[config.mk]
export PLATFORM = sky130hd
export DESIGN_NAME = count_display_mux
export DESIGN_NICKNAME = d
export VERILOG_FILES = /design/src/rtl/count_display_mux.sv
export SDC_FILE = /design/constraint.sdc
export NUM_CORES = 1
export LEC_CHECK = 0
export BUFFER_PORTS_ARGS = -buffer_cell sky130_fd_sc_hd__buf_2
export CAP_MARGIN = 25
export CORE_MARGIN = 2
export CORE_UTILIZATION = 54
export CTS_BUF_LIST = sky130_fd_sc_hd__clkbuf_8
export CTS_CLUSTER_SIZE = 12
export DETAILED_ROUTE_END_ITERATION = 16
export GPL_TIMING_DRIVEN = 0
export PLACE_DENSITY = 0.73
export RECOVER_POWER = 100
export SLEW_MARGIN = 40
export SYNTH_ARGS = -nofsm -noshare
export SYNTH_HDL_FRONTEND = slang
export SYNTH_SLANG_ARGS = --single-unit
[constraint.sdc]
create_clock -name clk -period 3.65 [get_ports clk]
set_clock_uncertainty 0.1 [all_clocks]
set_input_delay 0.365 -clock clk [delete_from_list [all_inputs] [get_ports clk]]
set_output_delay 0.365 -clock clk [all_outputs]
set_load 0.005 [all_outputs]
[src/rtl/count_display_mux.sv]
// count_display_mux: snapshots two 8-bit counts, converts each to 3-digit BCD with a
// serial double-dabble engine and scans them onto a 6-digit common-anode display.
// Optional build macro LEADING_ZERO_BLANK_EN blanks leading zeros in each 3-digit group.
module count_display_mux #(
  parameter int UPDATE_DIV = 32,
  parameter int SCAN_DIV   = 16
) (
  input  logic       clk,
  input  logic       rst_n,
  input  logic [7:0] q0,
  input  logic [7:0] q1,
  output logic [6:0] seg,
  output logic [5:0] an,
  output logic       busy,
  output logic       upd_done
);

  localparam int UW = (UPDATE_DIV > 1) ? $clog2(UPDATE_DIV) : 1;
  localparam int SW = (SCAN_DIV > 1) ? $clog2(SCAN_DIV) : 1;
  localparam logic [UW-1:0] UPD_LAST  = UW'(UPDATE_DIV - 1);
  localparam logic [SW-1:0] SCAN_LAST = SW'(SCAN_DIV - 1);

  typedef enum logic [1:0] {IDLE, CONV0, CONV1, LOAD} state_t;

  state_t        state, state_next;
  logic [UW-1:0] upd_cnt;
  logic          tick;
  logic [SW-1:0] scan_cnt;
  logic [2:0]    idx;
  logic [2:0]    step;
  logic          last_step;
  logic [7:0]    shadow0, shadow1;
  logic [11:0]   bcd, bcd_next, res0;
  logic [11:0]   disp0, disp1;
  logic [11:0]   grp;
  logic [1:0]    pos;
  logic [3:0]    nib;
  logic          blank;
  logic [6:0]    seg_next;

  // One double-dabble step: add 3 to every nibble >= 5, then shift in the next bit.
  function automatic logic [11:0] dd_step(input logic [11:0] b, input logic bit_in);
    logic [11:0] a;
    a = b;
    for (int i = 0; i < 3; i++)
      if (b[4*i +: 4] >= 4'd5) a[4*i +: 4] = b[4*i +: 4] + 4'd3;
    return {a[10:0], bit_in};
  endfunction

  function automatic logic [6:0] seg_code(input logic [3:0] n);
    case (n)
      4'd0:    return 7'b1000000;
      4'd1:    return 7'b1111001;
      4'd2:    return 7'b0100100;
      4'd3:    return 7'b0110000;
      4'd4:    return 7'b0011001;
      4'd5:    return 7'b0010010;
      4'd6:    return 7'b0000010;
      4'd7:    return 7'b1111000;
      4'd8:    return 7'b0000000;
      4'd9:    return 7'b0010000;
      default: return 7'b1111111;
    endcase
  endfunction

  assign tick      = (upd_cnt == UPD_LAST);
  assign last_step = (step == 3'd7);
  assign busy      = (state != IDLE);
  assign bcd_next  = dd_step(bcd, (state == CONV1) ? shadow1[7] : shadow0[7]);

  // NOTE: sequential state uses non-blocking assignments so every register samples
  // pre-edge values regardless of statement order.
  always_ff @(posedge clk or negedge rst_n) begin
    if (!rst_n) begin
      upd_cnt <= '0;
      state   <= IDLE;
    end else begin
      upd_cnt <= tick ? '0 : upd_cnt + 1'b1;
      state   <= state_next;
    end
  end

  // NOTE: every output of a combinational block gets a default first, so no path
  // leaves it unassigned and no latch is inferred.
  always_comb begin
    state_next = state;
    case (state)
      IDLE:    if (tick) state_next = CONV0;
      CONV0:   if (last_step) state_next = CONV1;
      CONV1:   if (last_step) state_next = LOAD;
      LOAD:    state_next = IDLE;
      default: state_next = IDLE;
    endcase
  end

  // NOTE: display registers are reset because an aborted update must leave zeros shown.
  always_ff @(posedge clk or negedge rst_n) begin
    if (!rst_n) begin
      shadow0  <= '0;
      shadow1  <= '0;
      bcd      <= '0;
      step     <= '0;
      res0     <= '0;
      disp0    <= '0;
      disp1    <= '0;
      upd_done <= 1'b0;
    end else begin
      upd_done <= 1'b0;
      case (state)
        IDLE: if (tick) begin
          shadow0 <= q0;
          shadow1 <= q1;
          bcd     <= '0;
          step    <= '0;
        end
        CONV0: begin
          bcd     <= bcd_next;
          shadow0 <= {shadow0[6:0], 1'b0};
          step    <= step + 3'd1;
          if (last_step) begin
            res0 <= bcd_next;
            bcd  <= '0;
          end
        end
        CONV1: begin
          bcd     <= bcd_next;
          shadow1 <= {shadow1[6:0], 1'b0};
          step    <= step + 3'd1;
        end
        LOAD: begin
          disp0    <= res0;
          disp1    <= bcd;
          upd_done <= 1'b1;
        end
        default: ;
      endcase
    end
  end

  always_comb begin
    grp = disp0;
    pos = 2'd0;
    case (idx)
      3'd0:    begin grp = disp0; pos = 2'd0; end
      3'd1:    begin grp = disp0; pos = 2'd1; end
      3'd2:    begin grp = disp0; pos = 2'd2; end
      3'd3:    begin grp = disp1; pos = 2'd0; end
      3'd4:    begin grp = disp1; pos = 2'd1; end
      3'd5:    begin grp = disp1; pos = 2'd2; end
      default: ;
    endcase
    case (pos)
      2'd0:    nib = grp[3:0];
      2'd1:    nib = grp[7:4];
      default: nib = grp[11:8];
    endcase
    blank = 1'b0;
`ifdef LEADING_ZERO_BLANK_EN
    if (pos == 2'd2 && grp[11:8] == 4'd0) blank = 1'b1;
    if (pos == 2'd1 && grp[11:4] == 8'd0) blank = 1'b1;
`endif
    seg_next = blank ? 7'h7F : seg_code(nib);
  end

  always_ff @(posedge clk or negedge rst_n) begin
    if (!rst_n) begin
      scan_cnt <= '0;
      idx      <= '0;
      seg      <= 7'h7F;
      an       <= 6'h3F;
    end else begin
      if (scan_cnt == SCAN_LAST) begin
        scan_cnt <= '0;
        idx      <= (idx == 3'd5) ? 3'd0 : idx + 3'd1;
      end else begin
        scan_cnt <= scan_cnt + 1'b1;
      end
      an  <= ~(6'b000001 << idx);
      seg <= seg_next;
    end
  end

endmodule
==> out/results.ini, run 1 <==
[outcome]
status=finished clean

[power_and_ir_drop]
switching_share=0.290
combinationalPowerShare=0.213
p_switching_mw=0.813
ir_worst_vdd_uv=215
clockPowerShare=0.303
power-per-cell-area_nw_per_um2=553
intPower_mw=1.99
p_leak_nw=2.32
seqPwrFrac=0.484

[timing]
tns_ns=0
rsz0062_at_grt=no
slew_violations=0
slew-limit-headroom=0.514
fin_crit_ns=3.11
finalHoldViolations=0
fin_ws_ns=0.543
setup_violations=0
max_freq_mhz=322
post-route-period-util=0.851
tightest_slew_ns=0.721

[route]
vias_per_cell=5.69
routedWlPerCell_um=15.2
drc=0
firstDrtPassIters=4
drt-total-wl_um=8680
drt_iter0_markers=153
routed-via-count=3262
drtAntennaViolNets=0

[cells_and_area]
fin_nets=500
final_layout_size_suffix_gt1_frac=0.197
multi_input_area_sq_um=1890
fill_cells=696
syn_to_final_growth_pct=12.3
diodes=0
seqCellArea_sq_um=2390

[worst_setup_path]
r2r-start=idx[1]
required_ns=3.83
worstPathArrival_ns=3.29
reg2regPathDepth=12
start_kind=flop
cp_max_fo=10
r2r-end=seg[6]
worst-r2r-setup-slack_ns=0.54
critPathKind=reg2reg
critPathCaptureType=flop
crit_path_start=idx[1]

[logic_synthesis]
netlist_instances=418
synth-seq-cells=95
async_flop_share=1.00
yosysTopAreaCell=dfrtp_1
synth_top_area_frac=0.455
synth_nets=455
netlist_area_sq_um=4510
yosysSeqAreaShare=0.531
yosysUniqueCellTypes=50
synth.area.top_cells=dfrtp_1 45%, mux2_2 7.7%, dfstp_2 7.6%
syn_avg_cell_area_sq_um=10.8
synth_enable_flop_cells=0
yosysWarningCount=0
ys_dominant_reg_cell=dfrtp_1

[global_routing]
grt_use_total=0.214
grt_pass1_wl_um=15200
antenna_found_initial=0
gr-total-overflow=0
grt_start_max_net_pins=50
first_global_vias=3314

[die]
die_h_um=95.4
ios=33
rows=33
die_w_um=95.4
die-area_sq_um=9100
core_sq_um=8180
start_util=0.552

[clocking]
path_clk_slew_ns=0.09
clk_path_buf_depth=2
cts_max_level=3
clockRootBuffer=clkbuf_8
numCtsBuffers=9
cts-resized-gates=0
cts_tree=yes
clock_sinks=95
clk-insertion-delay-late_ns=0.35

[place]
place_congestion=0.839
hpwl_um=6220
portBuffers=32
place_ws_ns=0.942

[hold_path]
worst_hold_path.endpoint=shadow1[1]
min_from=q1[1]
hp-class=in2reg
min_path_cells=3

[job]
drv_cap=0

per-stage QoR:
stage               instance area, sq um   util  power [mW]  cells  hold WS, ns
finish                              5070  0.620        2.80    573        0.205
global route                        5070  0.620        2.98    573        0.219
CTS                                 5100  0.624        2.81    573        0.198
detailed placement                  4840  0.592        1.97    556        0.224
global placement                    4800  0.587        1.93    555        0.348
floorplan                           4510      -        1.80    418      -0.0306
worst max-delay path, stage by stage, from the launching register on:
cell	delay, ns
dfrtp_1	0.35
clkbuf_1	0.33
inv_1	0.19
nor2_1	0.14
ha_1	0.28
buf_6	0.20
mux2_4	0.31
a22oi_1	0.24
o211ai_1	0.31
ha_1	0.28
inv_1	0.07
mux2_2	0.15
mux2i_1	0.07
state kept, by name, summed over array words and instances (netlist names), 5 cells and up:
signal	cells
an	6
upd_cnt	5
seg	7
shadow0	8
disp1	12
shadow1	8
bcd	12
disp0	12
res0	12
repair_timing:
| action | CTS | global route |
|---|---|---|
| buffers inserted | 0 | 0 |
| hold buffers | 1 | 0 |
| endpoints found under the hold margin | 33 | 0 |
power groups by stage:
stage | clock network, mW | registers (mW) | logic [mW]
after floorplan | 0 | 1.33 | 0.472
after global placement | 0 | 1.37 | 0.561
after detailed placement | 0 | 1.38 | 0.595
after CTS | 0.859 | 1.36 | 0.600
after global routing | 0.911 | 1.38 | 0.690
final | 0.850 | 1.36 | 0.596
layout make-up:
class / count / area share
plain buffers: 20 / 0.0195
clock buffers: 10 / 0.0272
clock inverters: 6 / 0.0227
inverters: 27 / 0.0200
multi-input cells: 276 / 0.374
flip-flops and latches: 95 / 0.472
well taps: 105 / 0.0259
repair buffers: 34 / 0.0388
cells in the mapped netlist, types with 4 or more instances:
cell / n
nand2b_1: 5
nor3b_1: 4
o21ai_0: 44
mux2_2: 31
ha_1: 19
nand2_1: 39
dfstp_2: 13
mux2i_1: 7
nor3_1: 4
o22ai_1: 23
o211ai_1: 4
a21oi_1: 30
dfrtp_1: 82
xnor2_1: 5
nand3_1: 5
nor2_1: 15
clkbuf_1: 14
a22oi_1: 4
inv_1: 27
kinds of logic after synthesis:
family,share of synthesized area
flip-flops,0.531
adder cells (fa/ha/maj),0.0527
buffers and inverters,0.0452
AO/OA/AOI/OAI,0.169
XOR/XNOR,0.0136
multiplexers,0.0963
AND/OR/NAND/NOR,0.0926
how the worst max path moves through the flow:
stage | endpoint | depth (start not counted)
2_1_floorplan | seg[2] | 12
3_3_place_gp | seg[2] | 12
3_5_place_dp | seg[2] | 12
4_1_cts | seg[2] | 12
5_1_grt | seg[6] | 12
6_report | seg[6] | 12
cell usage in the layout (no fill, tap or decap), types with 3 or more instances in the layout:
| cell | synthesis | layout |
|---|---|---|
| nor2_1 | 15 | 15 |
| mux2i_1 | 7 | 7 |
| clkbuf_1 | 14 | 20 |
| nor3_1 | 4 | 5 |
| o211ai_1 | 4 | 5 |
| dfrtp_1 | 82 | 82 |
| buf_6 | 3 | 4 |
| buf_2 | 1 | 26 |
| and3_1 | 3 | 3 |
| nand2b_1 | 5 | 5 |
| xnor2_1 | 5 | 5 |
| ha_1 | 19 | 19 |
| nand2_1 | 39 | 39 |
| a22oi_1 | 4 | 5 |
| nor2b_1 | 3 | 3 |
| nand3_1 | 5 | 5 |
| clkbuf_8 | 0 | 10 |
| dfstp_2 | 13 | 13 |
| o21ai_0 | 44 | 44 |
| o22ai_1 | 23 | 23 |
| mux2_2 | 31 | 29 |
| nor3b_1 | 4 | 5 |
| bufinv_16 | 0 | 3 |
| a21oi_1 | 30 | 30 |
| inv_1 | 27 | 27 |
metal layers:
layer	global-route usage	vias to the layer above	share of wire
met2	0.355	68	0.50
met3	0.0316	15	0.031
met1	0.273	1598	0.45
li1	-	1581	-
met5	0	-	0
met4	0.112	0	0.022
Power figures use the tool's default switching activity.
==> run 2: changes to the inputs <==
==> constraint.sdc (replaced) <==
create_clock -name clk -period 3.65 [get_ports clk]
set_clock_uncertainty 0.1 [all_clocks]
set_input_delay 0.5475 -clock clk [delete_from_list [all_inputs] [get_ports clk]]
set_output_delay 0.5475 -clock clk [all_outputs]
set_load 0.1 [all_outputs]
==> out/results.ini, run 2 (synthesis gave the netlist of run 1 again) <==
[power_and_ir_drop]
intPower_mw=1.99
power-per-cell-area_nw_per_um2=555
seqPwrFrac=0.485
switching_share=0.290
p_switching_mw=0.811
p_leak_nw=2.29
clockPowerShare=0.303
ir_worst_vdd_uv=216
combinationalPowerShare=0.212

[route]
drt-total-wl_um=8710
routed-via-count=3254
drtAntennaViolNets=0
drt_iter0_markers=147
firstDrtPassIters=4
routedWlPerCell_um=15.2
vias_per_cell=5.69
drc=0

[worst_setup_path]
required_ns=3.83
critPathCaptureType=flop
worst-r2r-setup-slack_ns=0.55
cp_max_fo=10
start_kind=flop
r2r-start=idx[1]
reg2regPathDepth=12
slowest_delay_ns=0.35
crit_path_start=idx[1]
worstPathArrival_ns=3.28
r2r-end=seg[6]
crit_path_cell_trace=clkbuf_1 > inv_1 > nor2_1 > ha_1 > buf_6 > mux2_4 > a22oi_1 > o211ai_1 > ha_1 > inv_1 > mux2_2 > mux2i_1
cp_slowest_cell=dfrtp_1
critPathKind=reg2reg

[die]
start_util=0.552
die-area_sq_um=9100
rows=33
die_h_um=95.4
core_sq_um=8180
die_w_um=95.4
ios=33

[global_routing]
gr-total-overflow=0
antenna_found_initial=0
grt_pass1_wl_um=15200
grt_start_max_net_pins=50
first_global_vias=3302
grt_use_total=0.214

[place]
portBuffers=32
place_ws_ns=0.942
hpwl_um=6220
place_congestion=0.839
placed_area_sq_um=4840

[timing]
tightest_slew_ns=2.50
hold_ws_ns=0.373
fin_crit_ns=3.10
setup_violations=0
slew-limit-headroom=-0.666
tns_ns=0
finalHoldViolations=0
fin_ws_ns=0.549
slew_violations=47
max_freq_mhz=323
post-route-period-util=0.849
rsz0062_at_grt=no

[outcome]
status=complete, but fails checks
violations=max-capacitance violations, max-slew violations

[clocking]
cts-resized-gates=0
clk_path_buf_depth=2
clock_sinks=95
path_clk_slew_ns=0.09
cts_tree=yes
cts_max_level=3
clk-insertion-delay-late_ns=0.36
cts_setup_buffers=0
clockRootBuffer=clkbuf_8
cts_hold_buf=0
numCtsBuffers=9

[hold_path]
hp-class=reg2reg
min_path_cells=1
min_from=upd_cnt[0]
worst_hold_path.endpoint=upd_cnt[0]

[cells_and_area]
diodes=0
final_layout_size_suffix_gt1_frac=0.176
syn_to_final_growth_pct=11.7
final_common_cell=dfrtp_1
final_cell_mix=82 x dfrtp_1, 44 x o21ai_0, 39 x nand2_1
final_util=0.616
fin_nets=499
stdcell_area_sq_um=5040

[job]
drv_cap=1

[run 2: changes by cell type in the layout (fill, tap and decap cells not counted)]
cell           previous run  this run
buf_6                     4         3
buf_2                    26        17
clkbuf_1                 20        31
buf_1                     2         1
dlygate4sd3_1             1         0
[run 2: critical path: cells and delay by family (launching register included)]
kind	cells	cell delay, ns
adders and majority gates	2	0.56
and+or+nand+nor	1	0.14
buffers and inverters	4	0.79
DFF	1	0.35
muxes	3	0.53
AOI/OAI and AO/OA	2	0.55
[run 2: worst max-delay path by stage]
stage,to,slack (ns),depth (start not counted)
CTS,seg[2],0.90,12
global placement,seg[2],0.98,12
global route,seg[6],0.38,12
finish,seg[6],0.55,12
detailed placement,seg[2],0.94,12
floorplan,seg[2],1.25,12
[run 2: layer usage]
layer / share of wire / wire (um) / vias to the layer above / global-route usage
met5: 0 / 0 / - / 0
met4: 0.022 / 191 / 0 / 0.112
met3: 0.034 / 295 / 15 / 0.0316
met2: 0.49 / 4280 / 70 / 0.354
met1: 0.45 / 3940 / 1595 / 0.273
li1: - / - / 1574 / -
[run 2: power groups by stage]
stage / combinational [mW] / sequential, mW / clock, mW
after floorplan: 0.472 / 1.33 / 0
after global placement: 0.561 / 1.37 / 0
after detailed placement: 0.595 / 1.38 / 0
after CTS: 0.600 / 1.36 / 0.859
after global routing: 0.688 / 1.38 / 0.911
final: 0.594 / 1.36 / 0.849
[run 2: layout make-up]
type                    instances  area (sq um)
fillers                       690          3140
flip-flops and latches         95          2390
multi-input cells             276          1890
repair buffers                 33           168
clock buffers                  10           138
well taps                     105           131
clock inverters                 6           115
inverters                      27           101
plain buffers                  20          98.8
[run 2: metrics by stage]
| step | std cells | power, mW |
|---|---|---|
| floorplan | 418 | 1.80 |
| global placement | 555 | 1.93 |
| detailed placement | 556 | 1.97 |
| CTS | 572 | 2.81 |
| global route | 572 | 2.98 |
| finish | 572 | 2.80 |
==> run 3: changes to the inputs <==
- PLACE_DENSITY: 0.73 -> 0.76
- clock period: 3.65 -> 2.8 ns (I/O delays scaled with it)
==> out/results.ini, run 3 (synthesis gave the netlist of run 1 again) <==
[outcome]
status=finished clean

[global_routing]
antenna_found_initial=0
grt_pass1_wl_um=14900
gr-total-overflow=0
grt_use_total=0.209
busiest_layer=met2
met3_usage=0.0427
first_global_vias=3211
grt_start_max_net_pins=51
met1_usage=0.272
grt_util_met2=0.339

[cells_and_area]
multi_input_area_sq_um=1930
syn_to_final_growth_pct=12.5
final_cell_mix=82 x dfrtp_1, 44 x o21ai_0, 39 x nand2_1
fill_cells=687
seqCellArea_sq_um=2390
stdcell_count=575
fin_nets=502
diodes=0
final_layout_size_suffix_gt1_frac=0.196
final_util=0.621
stdcell_area_sq_um=5080
final_common_cell=dfrtp_1

[route]
routed-via-count=3259
routedWlPerCell_um=14.9
vias_per_cell=5.67
drc=0
drtAntennaViolNets=0
drt-total-wl_um=8550
firstDrtPassIters=4
drt_iter0_markers=174

[timing]
max_freq_mhz=379
rsz0062_at_grt=no
fin_ws_ns=0.164
slew-limit-headroom=0.227
slew_violations=0
finalHoldViolations=0
tightest_slew_ns=1.16
hold_ws_ns=0.261
tns_ns=0
setup_violations=0
fin_crit_ns=2.64
post-route-period-util=0.941

[job]
drv_cap=0

[worst_setup_path]
critPathCaptureType=flop
required_ns=2.98
cp_max_fo=10
start_kind=flop
worstPathArrival_ns=2.82
r2r-start=idx[0]
crit_path_start=idx[0]
critPathKind=reg2reg

[place]
placed_cells=556
portBuffers=32
hpwl_um=6120
place_ws_ns=0.102
place_congestion=0.838
placed_area_sq_um=4840

[clocking]
clockRootBuffer=clkbuf_8
clock_sinks=95
clk_path_buf_depth=2
numCtsBuffers=9
cts_tree=yes
clk-insertion-delay-late_ns=0.36
path_clk_slew_ns=0.10
cts_max_level=3

[power_and_ir_drop]
power_mw=3.66
p_leak_nw=2.32
power-per-cell-area_nw_per_um2=721
ir_worst_vdd_uv=319

[die]
start_util=0.552
core_sq_um=8180
die_w_um=95.4
rows=33
ios=33
die-area_sq_um=9100
die_h_um=95.4

[hold_path]
hp-class=in2reg
min_from=q1[4]

-- run 3: changes by cell type in the layout (fill, tap and decap cells not counted), sizes merged --
cell / before / now
clkbuf: 41 / 42
inv: 28 / 27
clkinvlp: 1 / 0
clkinv: 1 / 4
dlygate4sd3: 0 / 1
-- run 3: critical path, cell delays in order, from the launching register on --
cell      delay, ns
dfrtp_1        0.45
buf_6          0.17
inv_1          0.07
nor2_2         0.14
ha_4           0.19
buf_8          0.15
mux2_4         0.30
a22oi_1        0.21
o211ai_1       0.25
ha_1           0.35
o21ai_0        0.18
-- run 3: metal layers --
metal	routed length (um)	part of all wire
met2	4170	0.49
met5	0	0
met1	3870	0.45
met3	326	0.038
met4	189	0.022
-- run 3: what timing repair did --
action | CTS | global route
endpoints found under the hold margin | 36 | 0
setup endpoints to repair | 0 | 6
gates resized for setup | 0 | 6
hold buffers | 1 | 0
setup buffers | 0 | 2
-- run 3: worst paths after layout --
kind	endpoint	slack, ns	depth (start not counted)
min	shadow1[4]	0.26	3
max reg2reg	seg[1]	0.16	10
max in group asynchronous	bcd[10]	0.55	3
min in group asynchronous	disp1[2]	0.72	2
min reg2reg	upd_cnt[0]	0.37	1
max	seg[1]	0.16	10
-- run 3: layout make-up --
type	count	share of cell area
buffer	20	0.0210
clock buffer	9	0.0244
clock inverter	7	0.0239
inverter	27	0.0200
multi-input combinational	276	0.380
sequential	95	0.472
tap	105	0.0259
timing repair buffer	36	0.0338
-- run 3: report_power, final --
group | switching [mW] | internal, mW | leakage (nW)
logic | 0.419 | 0.383 | 1.00
registers | 0.166 | 1.60 | 1.19
clock network | 0.490 | 0.596 | 0.123
